### config.mk
export PLATFORM = sky130hd
export DESIGN_NAME = uart_tx
export DESIGN_NICKNAME = d
export VERILOG_FILES = /design/src/rtl/uart_pkg.sv /design/src/rtl/uart_tx_holding.sv /design/src/rtl/uart_tx.sv
export SDC_FILE = /design/constraint.sdc
export NUM_CORES = 1
export LEC_CHECK = 0
export CAP_MARGIN = 10
export CORE_MARGIN = 2
export CORE_UTILIZATION = 33
export DETAILED_ROUTE_END_ITERATION = 12
export GPL_ROUTABILITY_DRIVEN = 1
export PLACE_DENSITY = 0.56
export SYNTH_ARGS = -nofsm -noshare
export SYNTH_HDL_FRONTEND = slang
export SYNTH_SLANG_ARGS = --single-unit
### constraint.sdc
create_clock -name clk_in -period 2.55 [get_ports clk_in]
set_clock_uncertainty 0.1 [all_clocks]
set_input_delay 0.3825 -clock clk_in [delete_from_list [all_inputs] [get_ports clk_in]]
set_output_delay 0.3825 -clock clk_in [all_outputs]
set_load 0.01 [all_outputs]
### src/rtl/uart_pkg.sv
// Shared UART definitions: transmitter FSM state type and default link constants
// used by uart_tx, uart_rx and uart_tick_generator.
package uart_pkg;

  localparam int unsigned SampleRateDefault = 16;
  localparam int unsigned BaudDefault       = 115200;
  localparam int unsigned ClkHzDefault      = 100_000_000;

  typedef enum logic [2:0] {
    StIdle,
    StStart,
    StData,
    StParity,
    StStop
  } uart_tx_state_t;

endpackage

### src/rtl/uart_tx_holding.sv
// One-entry valid/ready holding register in front of the uart_tx shifter.
// Loads on handshake, empties when the transmitter takes the byte.
module uart_tx_holding #(
  parameter int unsigned Width = 8
) (
  input  logic             clk_i,
  input  logic             rst_i,
  input  logic             load_i,
  input  logic [Width-1:0] data_i,
  input  logic             take_i,
  output logic             full_o,
  output logic [Width-1:0] data_o
);

  logic             full_d, full_q;
  logic [Width-1:0] data_d, data_q;

  // load and take are mutually exclusive: load needs empty, take needs full
  always_comb begin
    full_d = full_q;
    data_d = data_q;
    if (take_i) begin
      full_d = 1'b0;
    end
    if (load_i) begin
      full_d = 1'b1;
      data_d = data_i;
    end
  end

  always_ff @(posedge clk_i or posedge rst_i) begin
    if (rst_i) begin
      full_q <= 1'b0;
      data_q <= '0;
    end else begin
      full_q <= full_d;
      data_q <= data_d;
    end
  end

  assign full_o = full_q;
  assign data_o = data_q;

endmodule

### src/rtl/uart_tx.sv
// UART transmitter: start bit, DATA_BITS payload LSB first, STOP_BITS stop bits, paced by tick_in.
// Define UART_TX_PARITY_EN to insert a parity bit after the data (PARITY_ODD selects odd parity).
module uart_tx
  import uart_pkg::*;
#(
  parameter int unsigned SAMPLE_RATE = SampleRateDefault,
  parameter int unsigned DATA_BITS   = 8,
`ifdef UART_TX_PARITY_EN
  parameter int unsigned STOP_BITS   = 1,
  parameter bit          PARITY_ODD  = 1'b0
`else
  parameter int unsigned STOP_BITS   = 1
`endif
) (
  input  logic                 clk_in,
  input  logic                 rst_in,
  input  logic                 tick_in,
  input  logic                 enable_in,
  input  logic [DATA_BITS-1:0] data_in,
  input  logic                 valid_in,
  output logic                 ready_out,
  output logic                 tx_out,
  output logic                 busy_out,
  output logic                 done_out
);

  localparam int unsigned      TickW    = $clog2(SAMPLE_RATE);
  localparam int unsigned      BitW     = $clog2(DATA_BITS + 1);
  localparam logic [TickW-1:0] TickLast = TickW'(SAMPLE_RATE - 1);
  localparam logic [BitW-1:0]  DataLast = BitW'(DATA_BITS - 1);
  localparam logic [BitW-1:0]  StopLast = BitW'(STOP_BITS - 1);

  uart_tx_state_t       state_d, state_q;
  logic [TickW-1:0]     tick_cnt_d, tick_cnt_q;
  logic [BitW-1:0]      bit_cnt_d, bit_cnt_q;
  logic [DATA_BITS-1:0] shift_d, shift_q;
  logic                 tx_d, tx_q;
  logic                 busy_d, busy_q;
  logic                 done_d, done_q;
`ifdef UART_TX_PARITY_EN
  logic                 parity_d, parity_q;
`endif

  logic                 hold_full;
  logic                 hold_load;
  logic                 hold_take;
  logic [DATA_BITS-1:0] hold_data;
  logic                 bit_end;
  logic                 launch;

  assign ready_out = ~hold_full;
  assign hold_load = valid_in & ~hold_full;

  uart_tx_holding #(
    .Width (DATA_BITS)
  ) u_holding (
    .clk_i  (clk_in),
    .rst_i  (rst_in),
    .load_i (hold_load),
    .data_i (data_in),
    .take_i (hold_take),
    .full_o (hold_full),
    .data_o (hold_data)
  );

  always_comb begin
    state_d    = state_q;
    tick_cnt_d = tick_cnt_q;
    bit_cnt_d  = bit_cnt_q;
    shift_d    = shift_q;
    tx_d       = tx_q;
    busy_d     = busy_q;
    done_d     = 1'b0;
`ifdef UART_TX_PARITY_EN
    parity_d   = parity_q;
`endif
    hold_take  = 1'b0;
    launch     = 1'b0;
    bit_end    = tick_in && (tick_cnt_q == TickLast);

    if (tick_in && (state_q != StIdle)) begin
      tick_cnt_d = bit_end ? '0 : tick_cnt_q + 1'b1;
    end

    case (state_q)
      StIdle: begin
        launch = tick_in && hold_full && enable_in;
      end
      StStart: begin
        if (bit_end) begin
          state_d = StData;
          tx_d    = shift_q[0];
        end
      end
      StData: begin
        if (bit_end) begin
          shift_d = shift_q >> 1;
          if (bit_cnt_q == DataLast) begin
            bit_cnt_d = '0;
`ifdef UART_TX_PARITY_EN
            state_d   = StParity;
            tx_d      = parity_q;
`else
            state_d   = StStop;
            tx_d      = 1'b1;
`endif
          end else begin
            bit_cnt_d = bit_cnt_q + 1'b1;
            tx_d      = shift_q[1];
          end
        end
      end
`ifdef UART_TX_PARITY_EN
      StParity: begin
        if (bit_end) begin
          state_d = StStop;
          tx_d    = 1'b1;
        end
      end
`endif
      StStop: begin
        // bit_cnt counts stop-bit periods here
        if (bit_end) begin
          if (bit_cnt_q == StopLast) begin
            done_d    = 1'b1;
            bit_cnt_d = '0;
            if (hold_full && enable_in) begin
              launch = 1'b1;
            end else begin
              state_d = StIdle;
              tx_d    = 1'b1;
              busy_d  = 1'b0;
            end
          end else begin
            bit_cnt_d = bit_cnt_q + 1'b1;
          end
        end
      end
      default: begin
        state_d = StIdle;
        tx_d    = 1'b1;
        busy_d  = 1'b0;
      end
    endcase

    // Copy the held byte into the shifter; start bit goes out from the next cycle
    if (launch) begin
      hold_take  = 1'b1;
      shift_d    = hold_data;
      state_d    = StStart;
      tx_d       = 1'b0;
      busy_d     = 1'b1;
      tick_cnt_d = '0;
      bit_cnt_d  = '0;
`ifdef UART_TX_PARITY_EN
      parity_d   = (^hold_data) ^ PARITY_ODD;
`endif
    end
  end

  always_ff @(posedge clk_in or posedge rst_in) begin
    if (rst_in) begin
      state_q    <= StIdle;
      tick_cnt_q <= '0;
      bit_cnt_q  <= '0;
      shift_q    <= '0;
      tx_q       <= 1'b1;
      busy_q     <= 1'b0;
      done_q     <= 1'b0;
`ifdef UART_TX_PARITY_EN
      parity_q   <= 1'b0;
`endif
    end else begin
      state_q    <= state_d;
      tick_cnt_q <= tick_cnt_d;
      bit_cnt_q  <= bit_cnt_d;
      shift_q    <= shift_d;
      tx_q       <= tx_d;
      busy_q     <= busy_d;
      done_q     <= done_d;
`ifdef UART_TX_PARITY_EN
      parity_q   <= parity_d;
`endif
    end
  end

  assign tx_out   = tx_q;
  assign busy_out = busy_q;
  assign done_out = done_q;

endmodule
==> impl_metrics.json <==
{
  "clk_pin_slew_ns": 0.07,
  "rsz0062_at_grt": "false",
  "start_util_pct": 34.6,
  "power_mw": 1.68,
  "regArea_um2": 777,
  "post_cts_resize_count": 0,
  "setup_viol": 0,
  "io_pins": 17,
  "ant_nets": 0,
  "syn_area_mm2": 0.00153,
  "final_nets": 182,
  "grt.total_usage_pct": 12.8,
  "core-area_mm2": 0.00441,
  "die_area_mm2": 0.00519,
  "synth_warnings": 0,
  "hold_path_class": "reg -> reg",
  "drt-total-wl_um": 2950,
  "final_hold_viol_count": 0,
  "power_density_mw_per_mm2": 908,
  "grt_max_degree": 32,
  "h-tree-depth": 2,
  "slew-limit-headroom_pct": 72.0,
  "multiInputGateArea_um2": 681,
  "hpwl_um": 2190,
  "synthCells": 143,
  "clkLatencyLatePin_ns": 0.28,
  "antenna_found_initial": 0,
  "endpoint_kind": "flip-flop",
  "drtPass1Iterations": 4,
  "wl_per_cell_um": 13.5,
  "tightestPinTransition_ns": 0.419,
  "critPathKind": "reg -> reg",
  "yosys.cell_types.count": 38,
  "ctsHoldBuffers": 0,
  "cts_max_path_buffers": 2,
  "syn_area_per_cell_um2": 10.7,
  "synth_seq_cells": 31,
  "maxSlewViolCount": 0,
  "cts.sinks": 31,
  "p_leak_nw": 0.837,
  "globalplace.congestion": 0.863,
  "yosys-top-cells-area": "dfrtp_1, mux2_2, a22o_1",
  "syn_to_final_growth_pct": 20.7,
  "irDropWorstVdd_v": 0.000484,
  "grt-ovfl-total": 0,
  "cp.arrival_ns": 2.32,
  "seq_area_frac_synth_pct": 50.8,
  "final_cell_area_mm2": 0.00185,
  "synthArstFlopShare_pct": 100,
  "drcViolationCount": 0,
  "postCtsSetupRepairBufs": 0,
  "die_x_um": 72.1,
  "synth_top_area_cell": "dfrtp_1",
  "setup_tns_ns": 0,
  "synthesis.nets": 159,
  "synth-edff-count": 0,
  "std_cell_rows": 24,
  "die_h_um": 72.1,
  "synthFlopType": "dfrtp_1",
  "n_antenna_cell": 0,
  "place_area_mm2": 0.00176,
  "drive_above_1_share_pct": 16.9,
  "critical_path_required_ns": 2.65,
  "vias": 1148,
  "synth_most_common_cell": "dfrtp_1",
  "start_kind": "flip-flop",
  "crit_fanout": 5,
  "n_fill_cell": 429,
  "cts_tree": "built",
  "min_period_over_period_pct": 87.0,
  "max_freq_mhz": 451,
  "synth_top_area_share_pct": 49.1,
  "grt_pass1_vias": 1167,
  "finalCriticalPeriod_ns": 2.22,
  "max_cap_viol_count": 0,
  "outcome": "finished, final reports clean",
  "whs_ns": 0.385,
  "grt_pass1_wl_um": 5260,
  "io_buffers": 16,
  "numCtsBuffers": 5,
  "root_buffer": "clkbuf_8",
  "drtIter0Drc": 83,
  "yosys-top-cells-count": "dfrtp_1, nor2_1, nand2_1",
  "vias_per_cell": 5.27
}
## stage by stage
stage | setup WS [ns] | util, % | std cells
finish | 0.332 | 41.8 | 218
global placement | 0.189 | 39.8 | 211
global route | 0.199 | 41.8 | 218
detailed placement | 0.130 | 39.8 | 211
floorplan | 0.585 | - | 143
CTS | 0.326 | 41.8 | 218
## path summary, 6_finish.rpt
kind	start	end	slack (ns)	depth (start not counted)
max	bit_cnt_q[0]	tx_out	0.33	8
min in group asynchronous	rst_in	shift_q[7]	0.39	3
max in group asynchronous	rst_in	tx_out	1.63	3
min reg2reg	shift_q[4]	shift_q[4]	0.38	1
min	shift_q[4]	shift_q[4]	0.38	1
max reg2reg	bit_cnt_q[0]	tx_out	0.33	8
## power breakdown
group | switching (mW) | leakage [nW] | internal (mW) | total [mW]
registers | 0.134 | 0.385 | 0.681 | 0.815
clock network | 0.169 | 0.0470 | 0.211 | 0.380
logic | 0.208 | 0.405 | 0.273 | 0.481
total | 0.511 | 0.837 | 1.17 | 1.68
## sequential cells by signal (all words and copies together) (netlist names)
signal / cells
done_out: 1
u_holding.full_o: 1
tx_out: 1
u_holding.data_o: 8
busy_out: 1
bit_cnt_q: 4
tick_cnt_q: 4
shift_q: 8
state_q: 3
## cell families (layout without fill, tap and decap cells)
kind of cell | Yosys count | in the layout | share of synthesized area (%)
AO/OA/AOI/OAI | 39 | 39 | 18.9
XOR/XNOR | 3 | 3 | 1.72
adder cells (fa/ha/maj) | 3 | 3 | 2.46
buffers and inverters | 13 | 36 | 4.66
flip-flops | 31 | 31 | 50.8
multiplexers | 9 | 9 | 6.63
AND/OR/NAND/NOR | 45 | 45 | 14.8
## placed cells by master, fill, tap and decap left out, types with 2 or more instances in the layout
master / instances
clkbuf_8: 6
inv_1: 6
o21bai_1: 2
ha_1: 3
nor2_1: 13
xor2_1: 2
a22o_1: 9
mux2_2: 9
clkdlybuf4s50_1: 16
o22ai_1: 2
a21o_1: 7
nand2_1: 10
nand2b_1: 2
or3_4: 2
buf_4: 7
a211oi_1: 2
o21ai_0: 7
a21oi_1: 4
nand3_1: 9
dfrtp_1: 30
## worst max-delay path, stage by stage (launching register included)
cell and delay, ns:
dfrtp_1 0.42, inv_1 0.07, ha_1 0.14, nor3b_1 0.30, buf_4 0.18, and2_1 0.16, o21ai_0 0.10, a211oi_1 0.32
mux2_2 0.37
## routing by layer
metal | global-route usage (%) | vias up | routed length, um
li1 | - | 555 | -
met1 | 16.4 | 561 | 1350
met4 | 3.77 | 0 | 22
met2 | 21.1 | 27 | 1440
met3 | 3.75 | 5 | 132
met5 | 0 | - | 0
## cell type report
type / count / area share [%]
clock inverter: 1 / 0.271
multi-input combinational: 99 / 36.9
inverter: 6 / 1.22
timing repair buffer: 23 / 11.5
tap: 52 / 3.53
clock buffer: 6 / 4.47
sequential: 31 / 42.1
(Power assumes the default switching activity.)
